**src/rtl/pan_pkg.sv**
```systemverilog
// pan_pkg: shared definitions for the pan_control block.
//   - Button direction indices into the [6:3] button/btn_held vectors.
//   - Repeat FSM state encoding (also exported on the debug state bus).
//   - Acceleration constants used when PAN_ACCEL_EN is defined.
//   - step_amount(): gates a button's step size with its step request.
package pan_pkg;

    localparam int DIR_UP    = 3;
    localparam int DIR_RIGHT = 4;
    localparam int DIR_DOWN  = 5;
    localparam int DIR_LEFT  = 6;

    localparam int ACCEL_THRESH = 16;
    localparam int ACCEL_STEP   = 4;

    // Wide enough for the largest step size (ACCEL_STEP).
    localparam int STEP_W = 3;

    typedef enum logic [1:0] {
        IDLE   = 2'd0,
        DELAY  = 2'd1,
        REPEAT = 2'd2
    } rep_state_t;

    function automatic logic [STEP_W-1:0] step_amount(input logic              req,
                                                      input logic [STEP_W-1:0] size);
        return req ? size : '0;
    endfunction

endpackage

```
**src/rtl/pan_control_if.sv**
```systemverilog
// pan_control_if: signal bundle between the button/timing side and the
// pan_control block.
//   button      raw asynchronous buttons, [3]=up [4]=right [5]=down [6]=left
//   frame_start one-cycle strobe at h_count=0, v_count=0
//   h_shift     horizontal pan offset (registered)
//   v_shift     vertical pan offset (registered)
//   btn_held    debounced button levels (registered)
//   dbg_state   repeat FSM states, 2 bits per button, up in [1:0] .. left in [7:6]
//
// Handshake semantics: there is no valid/ready pair on this bundle.
// frame_start is a qualifier-free strobe: every cycle it is high is one frame
// boundary and is consumed unconditionally; the block can never stall it.
// The outputs are plain registered levels, valid in every cycle after reset.
//
// master: the driving side (buttons, timing generator); slave: pan_control.
interface pan_control_if #(
    parameter int SHIFT_W = 10
);
    logic [6:3]         button;
    logic               frame_start;
    logic [SHIFT_W-1:0] h_shift;
    logic [SHIFT_W-1:0] v_shift;
    logic [6:3]         btn_held;
    logic [7:0]         dbg_state;

    modport master (
        output button,
        output frame_start,
        input  h_shift,
        input  v_shift,
        input  btn_held,
        input  dbg_state
    );

    modport slave (
        input  button,
        input  frame_start,
        output h_shift,
        output v_shift,
        output btn_held,
        output dbg_state
    );
endinterface

```
**src/rtl/button_debounce.sv**
```systemverilog
// button_debounce: one pan button, from raw pin to per-frame step request.
//   2-flop synchronizer -> debounce counter -> repeat FSM -> pending step flag.
// Ports:
//   pixel_clk, reset_n  clock and synchronous active-low reset
//   button_raw          raw asynchronous button, active high
//   frame_start         one-cycle frame boundary strobe
//   held                debounced level (registered)
//   step_req            a step is due; meaningful in frame_start cycles
//   step_size           size of this button's step
//   state_dbg           repeat FSM state
// Optional feature: `define PAN_ACCEL_EN enables step acceleration (step size
// ACCEL_STEP after ACCEL_THRESH repeat steps); otherwise the step is always 1.
module button_debounce
    import pan_pkg::*;
#(
    parameter int DEBOUNCE_CYCLES = 360000,
    parameter int REPEAT_DELAY    = 30,
    parameter int REPEAT_RATE     = 4
) (
    input  logic              pixel_clk,
    input  logic              reset_n,
    input  logic              button_raw,
    input  logic              frame_start,
    output logic              held,
    output logic              step_req,
    output logic [STEP_W-1:0] step_size,
    output rep_state_t        state_dbg
);

    localparam int DB_W   = $clog2(DEBOUNCE_CYCLES + 1);
    localparam int F_MAX  = (REPEAT_DELAY > REPEAT_RATE) ? REPEAT_DELAY : REPEAT_RATE;
    localparam int FCNT_W = $clog2(F_MAX + 1);

    logic              sync1_q;
    logic              sync2_q;
    logic [DB_W-1:0]   db_cnt_q;
    logic              held_q;
    rep_state_t        state_q;
    rep_state_t        state_d;
    logic [FCNT_W-1:0] fcnt_q;
    logic [FCNT_W-1:0] fcnt_d;
    logic              set_step;
    logic              pending_q;

    always_ff @(posedge pixel_clk) begin
        if (!reset_n) begin
            sync1_q <= 1'b0;
            sync2_q <= 1'b0;
        end else begin
            sync1_q <= button_raw;
            sync2_q <= sync1_q;
        end
    end

    // The counter only runs while the synced input disagrees with the
    // accepted level, so any bounce back to the old level restarts it.
    always_ff @(posedge pixel_clk) begin
        if (!reset_n) begin
            db_cnt_q <= '0;
            held_q   <= 1'b0;
        end else if (sync2_q == held_q) begin
            db_cnt_q <= '0;
        end else if (db_cnt_q == DB_W'(DEBOUNCE_CYCLES - 1)) begin
            held_q   <= ~held_q;
            db_cnt_q <= '0;
        end else begin
            db_cnt_q <= db_cnt_q + DB_W'(1);
        end
    end

    always_ff @(posedge pixel_clk) begin
        if (!reset_n) begin
            state_q <= IDLE;
            fcnt_q  <= '0;
        end else begin
            state_q <= state_d;
            fcnt_q  <= fcnt_d;
        end
    end

    // A held button only sits in IDLE for the single cycle after its rising
    // edge, so "held while IDLE" is the press event.
    always_comb begin
        state_d  = state_q;
        fcnt_d   = fcnt_q;
        set_step = 1'b0;
        if (!held_q) begin
            state_d = IDLE;
            fcnt_d  = '0;
        end else begin
            case (state_q)
                IDLE: begin
                    set_step = 1'b1;
                    state_d  = DELAY;
                    fcnt_d   = '0;
                end
                DELAY: begin
                    if (frame_start) begin
                        if (fcnt_q == FCNT_W'(REPEAT_DELAY - 1)) begin
                            set_step = 1'b1;
                            state_d  = REPEAT;
                            fcnt_d   = '0;
                        end else begin
                            fcnt_d = fcnt_q + FCNT_W'(1);
                        end
                    end
                end
                REPEAT: begin
                    if (frame_start) begin
                        if (fcnt_q == FCNT_W'(REPEAT_RATE - 1)) begin
                            set_step = 1'b1;
                            fcnt_d   = '0;
                        end else begin
                            fcnt_d = fcnt_q + FCNT_W'(1);
                        end
                    end
                end
                default: begin
                    state_d = IDLE;
                    fcnt_d  = '0;
                end
            endcase
        end
    end

    // Every frame_start consumes the request, including one raised in the
    // same cycle (it is visible through step_req immediately).
    always_ff @(posedge pixel_clk) begin
        if (!reset_n) begin
            pending_q <= 1'b0;
        end else if (frame_start) begin
            pending_q <= 1'b0;
        end else if (set_step) begin
            pending_q <= 1'b1;
        end
    end

    assign step_req  = pending_q | set_step;
    assign held      = held_q;
    assign state_dbg = state_q;

`ifdef PAN_ACCEL_EN
    localparam int ACC_W = $clog2(ACCEL_THRESH + 1);

    logic [ACC_W-1:0] acc_q;

    // Counts steps raised while already in REPEAT; the press step and the
    // DELAY-to-REPEAT step do not count.
    always_ff @(posedge pixel_clk) begin
        if (!reset_n) begin
            acc_q <= '0;
        end else if (state_q == IDLE) begin
            acc_q <= '0;
        end else if (state_q == REPEAT && set_step && acc_q != ACC_W'(ACCEL_THRESH)) begin
            acc_q <= acc_q + ACC_W'(1);
        end
    end

    assign step_size = (acc_q == ACC_W'(ACCEL_THRESH)) ? STEP_W'(ACCEL_STEP) : STEP_W'(1);
`else
    assign step_size = STEP_W'(1);
`endif

endmodule

```
**src/rtl/pan_control.sv**
```systemverilog
// pan_control: debounced, auto-repeating pan buttons driving the VGA pan
// offsets. Offsets move only on frame_start so a frame never tears.
// Ports:
//   pixel_clk  system clock, rising edge
//   reset_n    synchronous active-low reset
//   bus        pan_control_if.slave: button, frame_start in;
//              h_shift, v_shift, btn_held, dbg_state out
// Optional feature: `define PAN_ACCEL_EN for accelerated repeat steps
// (handled inside button_debounce; opposing steps of unequal size leave
// the net difference).
module pan_control
    import pan_pkg::*;
#(
    parameter int DEBOUNCE_CYCLES = 360000,
    parameter int REPEAT_DELAY    = 30,
    parameter int REPEAT_RATE     = 4,
    parameter int SHIFT_W         = 10
) (
    input  logic         pixel_clk,
    input  logic         reset_n,
    pan_control_if.slave bus
);

    logic [6:3]        held;
    logic [6:3]        step_req;
    logic [STEP_W-1:0] step_size [6:3];
    rep_state_t        rep_state [6:3];

    for (genvar b = DIR_UP; b <= DIR_LEFT; b++) begin : g_btn
        button_debounce #(
            .DEBOUNCE_CYCLES(DEBOUNCE_CYCLES),
            .REPEAT_DELAY   (REPEAT_DELAY),
            .REPEAT_RATE    (REPEAT_RATE)
        ) u_btn (
            .pixel_clk  (pixel_clk),
            .reset_n    (reset_n),
            .button_raw (bus.button[b]),
            .frame_start(bus.frame_start),
            .held       (held[b]),
            .step_req   (step_req[b]),
            .step_size  (step_size[b]),
            .state_dbg  (rep_state[b])
        );
    end

    logic [SHIFT_W-1:0] amt_up;
    logic [SHIFT_W-1:0] amt_right;
    logic [SHIFT_W-1:0] amt_down;
    logic [SHIFT_W-1:0] amt_left;
    logic [SHIFT_W-1:0] h_q;
    logic [SHIFT_W-1:0] v_q;

    assign amt_up    = SHIFT_W'(step_amount(step_req[DIR_UP],    step_size[DIR_UP]));
    assign amt_right = SHIFT_W'(step_amount(step_req[DIR_RIGHT], step_size[DIR_RIGHT]));
    assign amt_down  = SHIFT_W'(step_amount(step_req[DIR_DOWN],  step_size[DIR_DOWN]));
    assign amt_left  = SHIFT_W'(step_amount(step_req[DIR_LEFT],  step_size[DIR_LEFT]));

    // Adding the positive and subtracting the negative amount cancels equal
    // opposing steps and wraps modulo 2^SHIFT_W without extra logic.
    always_ff @(posedge pixel_clk) begin
        if (!reset_n) begin
            h_q <= '0;
            v_q <= '0;
        end else if (bus.frame_start) begin
            h_q <= h_q + amt_right - amt_left;
            v_q <= v_q + amt_down - amt_up;
        end
    end

    assign bus.h_shift   = h_q;
    assign bus.v_shift   = v_q;
    assign bus.btn_held  = held;
    assign bus.dbg_state = {rep_state[DIR_LEFT], rep_state[DIR_DOWN],
                            rep_state[DIR_RIGHT], rep_state[DIR_UP]};

endmodule

```
**src/flat_wrapper.sv**
```systemverilog
// flat-port wrapper written by rule: the top's interface ports become plain ports
module pan_control_flat import pan_pkg::*;
#(
    parameter int DEBOUNCE_CYCLES = 360000,
    parameter int REPEAT_DELAY    = 30,
    parameter int REPEAT_RATE     = 4,
    parameter int SHIFT_W         = 10
)
  (pixel_clk, reset_n, bus_button, bus_frame_start, bus_h_shift, bus_v_shift, bus_btn_held, bus_dbg_state);
  pan_control_if #(.SHIFT_W(SHIFT_W)) bus_i ();
  input  logic pixel_clk;
  input  logic reset_n;
  input wire logic [$bits(bus_i.button)-1:0] bus_button;
  input wire logic [$bits(bus_i.frame_start)-1:0] bus_frame_start;
  output wire logic [$bits(bus_i.h_shift)-1:0] bus_h_shift;
  output wire logic [$bits(bus_i.v_shift)-1:0] bus_v_shift;
  output wire logic [$bits(bus_i.btn_held)-1:0] bus_btn_held;
  output wire logic [$bits(bus_i.dbg_state)-1:0] bus_dbg_state;
  assign bus_i.button = bus_button;
  assign bus_i.frame_start = bus_frame_start;
  assign bus_h_shift = bus_i.h_shift;
  assign bus_v_shift = bus_i.v_shift;
  assign bus_btn_held = bus_i.btn_held;
  assign bus_dbg_state = bus_i.dbg_state;
  pan_control #(.DEBOUNCE_CYCLES(DEBOUNCE_CYCLES), .REPEAT_DELAY(REPEAT_DELAY), .REPEAT_RATE(REPEAT_RATE), .SHIFT_W(SHIFT_W)) u_core (.pixel_clk(pixel_clk), .reset_n(reset_n), .bus(bus_i));
endmodule
```
**config.mk**
```make
export PLATFORM = sky130hd
export DESIGN_NAME = pan_control_flat
export DESIGN_NICKNAME = d
export VERILOG_FILES = /design/src/rtl/pan_pkg.sv /design/src/rtl/pan_control_if.sv /design/src/rtl/button_debounce.sv /design/src/rtl/pan_control.sv /design/src/flat_wrapper.sv
export SDC_FILE = /design/constraint.sdc
export NUM_CORES = 1
export LEC_CHECK = 0
export CORE_MARGIN = 2
export CORE_UTILIZATION = 25
export DETAILED_ROUTE_END_ITERATION = 8
export PLACE_DENSITY = 0.46
export SYNTH_ARGS = -nofsm -noshare
export SYNTH_HDL_FRONTEND = slang
export SYNTH_HIERARCHICAL = 1
export SYNTH_SLANG_ARGS = --single-unit
```
**constraint.sdc**
```tcl
create_clock -name pixel_clk -period 4 [get_ports pixel_clk]
set_input_delay 1 -clock pixel_clk [delete_from_list [all_inputs] [get_ports pixel_clk]]
set_output_delay 1 -clock pixel_clk [all_outputs]
set_load 0.02 [all_outputs]
```
==> impl_metrics.ini <==
[status]
run_status = finished clean

[cells_and_area]
drive_above_1_share_pct = 6.90
area_growth_pct = 16.4
finish.utilization_pct = 29.5
fin_nets = 1041
diodes = 0
num-fill-cells = 3405

[cts]
path_clk_slew_ns = 0.07
cts_tree = built
cts_setup_buffers = 0
cts.sinks = 140
cts_resized = 0
clock_latency_ns = 0.43
clockBufferDepth = 2
cts.root.buffer_cell = clkbuf_16
cts_buffers = 17
htreeDepth = 4
cts_hold_buffers = 0

[worst_setup_path]
cpMostUsedCell = ha_1
r2r_cells = 16
cp_cell_sequence = ha_1 > nor4b_1 > nand2b_1 > o2111ai_1 > a21oi_1 > nand2_1 > ha_1 > inv_1 > ha_1 > inv_1 > fa_1 > nand2b_1 > a21oi_1 > o41ai_2 > mux2i_1 > a311oi_1
required_ns = 4.34
crit_path_end_kind = flop
crit_path_max_incr_delay_ns = 0.41
critical_path_arrival_ns = 3.97
path_class = reg -> reg
cp_max_fo = 4
critPathLaunchType = flop
crit_path_top_delay_cell = dfxtp_1

[power]
peakVddDrop_mv = 0.270
p_per_area_mw_per_mm2 = 441
p_total_mw = 4.22
p_leak_nw = 3.37

[worst_hold_path]
hold_path.class = reg -> reg
holdPathStages = 1

[sta]
finalCritPeriodShare_pct = 90.7
max_freq_ghz = 0.276
holdWs_ns = 0.431
finalSetupTns_ns = 0
skew_ns = 0.0112
setup_viol = 0
max_slew_margin_pct = 61.4
rsz0062_at_grt = false
hold_viol_final = 0
period_minus_slack_ns = 3.63
setup_ws_ns = 0.373
tightest_slew_ns = 0.577
finalMaxSlewViolations = 0

[die]
initial_core_util_pct = 25.3
rows = 66
die_y_um = 185
ios = 39
core_area_sq_mm = 0.0325
die_area_sq_mm = 0.0344
die_w_um = 185

[global_routing]
grt_max_degree = 45
grt_overflow = 0
antenna_found_initial = 0
track_usage_pct = 10.9
grt_first_pass_wirelength_um = 30300
grt_pass1_vias = 6081

[yosys]
yosysTopAreaCellShare_pct = 34.1
async_flop_share_pct = 0
synth_ff_type = dfxtp_1
ys_warn_count = 6
synth_seq_cells = 140
yosysSeqAreaShare_pct = 34.1
synth.top_cells.by_count = dfxtp_1, nor2_1, nand3_1
synth_edf_count = 0
synth_cells = 956
synth_area_leaders = dfxtp_1, ha_1, nor2_1
synth.avg_cell_area_sq_um = 8.60
synth_cell_types = 59
synthMostInstantiatedCell = dfxtp_1
syn_area_sq_mm = 0.00822
yosysTopAreaCell = dfxtp_1

[routing]
drt-total-wl_um = 17700
wire_per_inst_um = 12.4
vias_per_cell = 4.55
ant_nets = 0
first_iter_violations = 369
vias = 6491
drcViolationCount = 0
drtPass1Iterations = 5

[placed_design]
gp_congestion = 0.743
portBuffers = 38
post-dp-hpwl_um = 12400
dp_slack_ns = 0.154

[flow_run]
max_cap_violations = 0
[per-layer routing]
metal / global-route usage [%] / part of all wire (%)
met5: 0 / 0
met4: 3.71 / 1.3
met3: 2.56 / 2.9
met2: 17.7 / 46
met1: 14.2 / 50
[placed cells by master, fill, tap and decap left out, types with 9 or more instances in the layout]
master,Yosys,final
mux2i_1,11,11
conb_1,8,12
and4_1,16,16
nand2_1,55,55
a31oi_1,14,14
o211ai_1,13,13
nand3b_1,10,10
o21ai_0,18,18
ha_1,56,56
o31ai_1,12,12
clkbuf_16,0,17
nor4b_2,6,9
clkdlybuf4s50_1,0,36
nand4_1,49,49
nor2_1,104,104
nand3_1,74,74
dfxtp_1,140,140
xnor2_1,26,26
and2_1,28,28
nor4_1,12,12
inv_1,58,58
xor2_1,44,44
a21oi_1,36,36
[report_power, final]
group,internal [mW],switching (mW),total [mW]
clock network,1.05,0.671,1.72
logic,0.426,0.549,0.974
registers,1.45,0.0663,1.52
total,2.93,1.29,4.22
[logic make-up after synthesis]
family / count (synthesis) / share of synthesized area [%]
AO/OA/AOI/OAI: 143 / 12.1
AND/OR/NAND/NOR: 411 / 27.9
other: 8 / 0.365
buffers and inverters: 109 / 6.35
multiplexers: 13 / 1.70
flip-flops: 140 / 34.1
adder cells (fa/ha/maj): 62 / 9.98
XOR/XNOR: 70 / 7.46
[metrics by stage]
stage / cell area, sq um / std cells
after global placement: 8910 / 1395
after CTS: 9550 / 1427
after global routing: 9570 / 1427
after detailed placement: 8910 / 1395
final: 9570 / 1427
after floorplan: 8240 / 960
[worst max-delay path: cells and delay by family (launching register included)]
kind            cells  cell delay, ns
compound gates      5            1.00
fa+ha+maj           4            1.10
buf+inv             2            0.13
flops               1            0.41
mux                 1            0.12
simple gates        4            0.78
[flip-flops by register name, summed over array words and instances (netlist names)]
signal / cells
u_core/g_btn.u_btn/pending_q: 4
u_core/bus.h_shift: 10
u_core/g_btn.u_btn/sync2_q: 4
u_core/g_btn.u_btn/held: 4
u_core/bus.v_shift: 10
u_core/g_btn.u_btn/fcnt_q: 20
u_core/g_btn.u_btn/state_dbg: 8
u_core/g_btn.u_btn/db_cnt_q: 76
u_core/g_btn.u_btn/sync1_q: 4
[area by class of cell]
cell class                      count  area [sq um]  area share (%)
Clock buffer                       17           425            4.45
Clock inverter                     15           211            2.21
Inverter                           58           218            2.28
Multi-Input combinational cell    711          4930            51.5
Sequential cell                   140          2800            29.3
Tap cell                          442           553            5.78
Timing Repair Buffer               44           428            4.47
[worst paths after layout]
check / from / to / slack, ns
min reg2reg: u_core/g_btn[6].u_btn/sync1_q / u_core/g_btn[6].u_btn/sync2_q / 0.43
max reg2reg: u_core/g_btn[4].u_btn/fcnt_q[0] / u_core/bus.h_shift[8] / 0.37
min: u_core/g_btn[6].u_btn/sync1_q / u_core/g_btn[6].u_btn/sync2_q / 0.43
max: u_core/g_btn[4].u_btn/fcnt_q[0] / u_core/bus.h_shift[8] / 0.37
Note: power is estimated with default switching activity, not from simulation.
==> patch 1: new RTL, same settings <==
Add a define of `PAN_ACCEL_EN`.
--- a/src/rtl/button_debounce.sv
+++ b/src/rtl/button_debounce.sv
@@ -11,4 +11,6 @@
 // Optional feature: `define PAN_ACCEL_EN enables step acceleration (step size
 // ACCEL_STEP after ACCEL_THRESH repeat steps); otherwise the step is always 1.
+`define PAN_ACCEL_EN
+
 module button_debounce
     import pan_pkg::*;
Behaviour: no difference found for any inputs over 10 cycles, from zero or initial values and one cycle with reset_n low; that may be too few to reach the edited logic, so the function may still have changed.
==> patch 1 against the unedited design <==
Wire length rose by 13%; sequential cell count rose by 20; die area rose by 12%; fmax fell by 2.7%; power rose by 0.44%; setup slack got worse by 0.10 ns; area after synthesis rose by 12%; design area rose by 11%; clock skew fell by 0.00076 ns; cell count rose by 11%; hold slack improved by 0.0021 ns; largest cell class unchanged.
==> patch 1: results (changes against the unedited design) <==
----------------------------------------------------
[Outcome]
  Outcome ... finished, final reports clean

[Placement]
  Placed wire-length estimate after detailed placement ... 14400 µm (+17%)
  Routability Congestion ... 0.770 (+3.7%)
  Total placed cells including tap cells ... 1550 (+11%)
  Pre-CTS worst setup slack ... 0.131 ns (-0.0223 ns)
  Placed Instance Area ... 0.0101 mm² (+13%)

[Finish]
  Nets@finish ... 1174 (+13%)
  Multi-input gates ... 799 (+12%)
  Clkbuf count ... 18 (+1)
  Clk tree area frac ... 4.95% (-1.7 points)
  Final-layout non-clock buffer area share ... 4.41% (-0.067 points)
  Largest registers ... u_core/g_btn.u_btn/db_cnt_q (76), u_core/g_btn.u_btn/acc_q (20), u_core/g_btn.u_btn/fcnt_q (20)
  Share of cell area taken by multi-input logic gates ... 52.4% (+0.91 points)
  Buffer count excluding the clock tree in the final layout ... 51 (+16%)
  Fraction of layout cells with a size suffix above 1 ... 7.83% (+0.93 points)
  Area added between synthesis and finish ... 15.6%

[Worst setup path]
  CP top delay family ... adder cells
  Register-to-Register Path Depth ... 17 (+1)
  Worst-case register-to-register setup slack ... 0.27 ns (-0.10 ns)
  Worst-path cell with the longest stage delay ... fa_1
  Worst Setup SP ... u_core/g_btn[6].u_btn/fcnt_q[1]

[Power]
  Leakage ... 0.00350 µW (+4.0%)
  Internal Pwr Total ... 2940 µW (+0.21%)

[Global routing]
  Tot GR Track Use ... 10.9% (about the same)
  Global-route wire length before repair ... 34700 µm (+14%)
  Vias in the first global route ... 7025 (+16%)
  Largest net degree at the start of global routing ... 42 (-6.7%)

[STA]
  Clock skew ... 0.0104 ns (-0.000756 ns)
  Period minus WS final ... 3.73 ns (+0.101 ns)
  Worst-margin pin slew ... 0.604 ns (+0.0273 ns)
  Final worst hold slack ... 0.433 ns (+0.00211 ns)

[Synth]
  Ranking of synthesized cells by area ... dfxtp_1, ha_1, nor2_1
  Share of synthesized area occupied by flip-flops and latches ... 34.8% (+0.75 points)
  Mean instance size in the synthesized netlist ... 8.68 µm² (+0.93%)
  Async S/R FF share, synth ... 0% (unchanged)
  Adder-cell area share of the yosys netlist ... 9.47% (-0.51 points)
  Multiplexer share of the synthesized area ... 2.99% (+1.3 points)
  XOR/XNOR share of the synthesized area ... 6.96% (-0.50 points)
  Distinct cell type count after synthesis ... 75 (+27%)
  Complex-gate fraction of the synthesized area ... 11.0% (-1.1 points)
  Ranking of synthesized cells by instance count ... dfxtp_1, nor2_1, nand3_1

[Drt]
  Post-detailed-route wirelength per cell ... 12.7 µm (+2.3%)
  Starting DRT DRC Count ... 347 (-6.0%)
  Detailed-routing iteration count for the pre-antenna-repair pass ... 4 (-1)
  Routed via count ... 7401 (+14%)

[Clocking]
  TritonCTS sink count ... 160 (+14%)
  Maximum clock path buffer count ... 2 (unchanged)
  Source-to-sink clock delay at the later pin of the worst-skew pair ... ~0.44 ns

[Worst hold path]
  Worst Hold Endpoint ... u_core/g_btn[5].u_btn/sync2_q

----------------------------------------------------
-- patch 1: cell types whose count changed in the layout (fill, tap and decap cells not counted), moves of 11 or more --
| cell | delta |
|---|---|
| nand4_1 | -11 |
| inv_1 | +14 |
| xor2_1 | -15 |
| xnor2_1 | +18 |
| nor2_1 | +12 |
| dfxtp_1 | +20 |
| nor4_1 | +16 |
-- patch 1: per-layer routing --
layer	vias up	wire, µm	track usage (%)	share of wire (%)
met2	86	9270	18.3	46
li1	3861	-	-	-
met3	17	561	2.51	2.8
met5	-	0	0	0
met1	3437	9940	13.9	49
met4	0	318	3.70	1.6
-- patch 1: power by group through the flow --
| stage | sequential, µW | clock [µW] | combinational [µW] |
|---|---|---|---|
| detailed placement | 1760 | 0 | 994 |
| floorplan | 1810 | 0 | 674 |
| CTS | 1730 | 1580 | 999 |
| finish | 1730 | 1510 | 997 |
| global placement | 1770 | 0 | 989 |
| global route | 1740 | 1650 | 1110 |
==> patch 2: new RTL, config.mk and constraints unchanged <==
Without the edit above. Put a register stage on the output `bus.dbg_state`, without a reset. The value now appears one clock later.
--- a/src/rtl/pan_control.sv
+++ b/src/rtl/pan_control.sv
@@ -71,6 +71,7 @@
     assign bus.v_shift   = v_q;
     assign bus.btn_held  = held;
-    assign bus.dbg_state = {rep_state[DIR_LEFT], rep_state[DIR_DOWN],
-                            rep_state[DIR_RIGHT], rep_state[DIR_UP]};
+    always_ff @(posedge pixel_clk) begin
+        bus.dbg_state <= {rep_state[DIR_LEFT], rep_state[DIR_DOWN], rep_state[DIR_RIGHT], rep_state[DIR_UP]};
+    end
 
 endmodule
Check against the original RTL: same outputs for any inputs over 10 cycles, from zero or initial values and one cycle with reset_n low; that may be too few to reach the edited logic, so the function may still have changed.
==> patch 2 against the unedited design <==
Power rose by 2.2%; wire length rose by 0.46%; area after synthesis rose by 1.9%; via count barely moved; design area rose by 1.4%; hold slack got worse by 0.010 ns; setup slack improved by 0.072 ns; fmax rose by 2.0%; highest routed layer unchanged; sequential cell count rose by 8.
==> patch 2: results (changes against the unedited design) <==
----------------------------------------------------
[Worst setup path]
  Worst-case register-to-register setup slack ... 0.44 ns (+0.07 ns)
  Worst setup path endpoint ... u_core/bus.v_shift[8]
  Crit path DAT ... 3.90 ns (-0.07 ns)
  Worst Setup SP ... u_core/g_btn[5].u_btn/fcnt_q[0]
  Peak per-stage delay on the critical path ... 0.39 ns (-0.02 ns)

[STA]
  Final worst hold slack ... 0.421 ns (-0.0101 ns)
  Clock skew ... 0.0109 ns (-0.000227 ns)
  Worst-margin pin slew ... 0.591 ns (+0.0147 ns)

[Drt]
  Routed via count ... 6493 (+0.031%)
  Starting DRT DRC Count ... 333 (-9.8%)
  Detailed-routing iteration count for the pre-antenna-repair pass ... 4 (-1)
  Routed length on met1 ... 9350 µm (+4.8%)
  Vias per inst ... 4.52 (-0.73%)
  Total length of routed met3 wires ... 482 µm (-5.9%)
  Post-detailed-route wirelength per cell ... 12.4 µm (-0.31%)
  Met2 WL ... 7870 µm (-2.7%)

[Global routing]
  Vias in the first global route ... 6197 (+1.9%)
  Global-route wire length before repair ... 30900 µm (+1.9%)
  Tot GR Track Use ... 10.6% (-0.35 points)

[Outcome]
  Outcome ... finished, final reports clean

[Worst hold path]
  Startpoint of the tightest hold check path ... u_core/g_btn[3].u_btn/state_dbg[1]
  Number of cells traversed by the worst hold path ... 0 (-1)
  Worst Hold Endpoint ... u_core/bus.dbg_state[1]

[Placement]
  Pre-CTS worst setup slack ... 0.136 ns (-0.0172 ns)
  Placed Instance Area ... 0.00906 mm² (+1.7%)
  Total placed cells including tap cells ... 1407 (+0.86%)
  Placed wire-length estimate after detailed placement ... 12400 µm (+0.33%)
  Routability Congestion ... 0.722 (-2.8%)

[Power]
  P_seq ... 1600 µW (+5%)
  Clock network power share ... 40.2% (-0.7 points)
  Sw power ... 1290 µW (+0.18%)

[Finish]
  Core Util, Final ... 29.2% (-0.33 points)
  Fraction of layout cells with a size suffix above 1 ... 6.67% (-0.24 points)
  Nets@finish ... 1047 (+0.58%)

[Synth]
  Mean instance size in the synthesized netlist ... 8.70 µm² (+1.2%)
  Distinct cell type count after synthesis ... 57 (-3.4%)
  Dominant synthesized flop cell ... dfxtp_1
  Ranking of synthesized cells by area ... dfxtp_1, ha_1, nor2_1

----------------------------------------------------
patch 2: critical path: cells and delay by family, from the launching register on:
family          cells  cell delay, ns
compound gates      5            0.98
mux                 1            0.13
fa+ha+maj           4            1.06
simple gates        4            0.80
buf+inv             2            0.11
flops               1            0.39
patch 2: routing by layer:
metal  vias to the layer above  global-route usage [%]
met5                         -                       0
met4                         0                    2.90
met3                        10                    2.48
met2                        62                    16.6
met1                      3012                    14.5
li1                       3409                       -
patch 2: final cells by class:
class / instances / share of cell area (%)
clock buffer: 17 / 4.38
clock inverter: 14 / 2.09
inverter: 58 / 2.24
multi-input combinational: 710 / 50.8
sequential: 148 / 30.5
tap: 448 / 5.78
timing repair buffer: 43 / 4.20
patch 2: logic make-up (layout without fill, tap and decap cells):
logic type      Yosys count  after routing  synth area share (%)
compound gates          144            144                  12.0
other cells               8             12                 0.358
flops                   148            148                  35.3
buf+inv                 109            132                  6.19
fa+ha+maj                62             62                  9.79
simple gates            408            408                  27.2
mux                      14             14                  1.79
xor+xnor                 70             70                  7.31
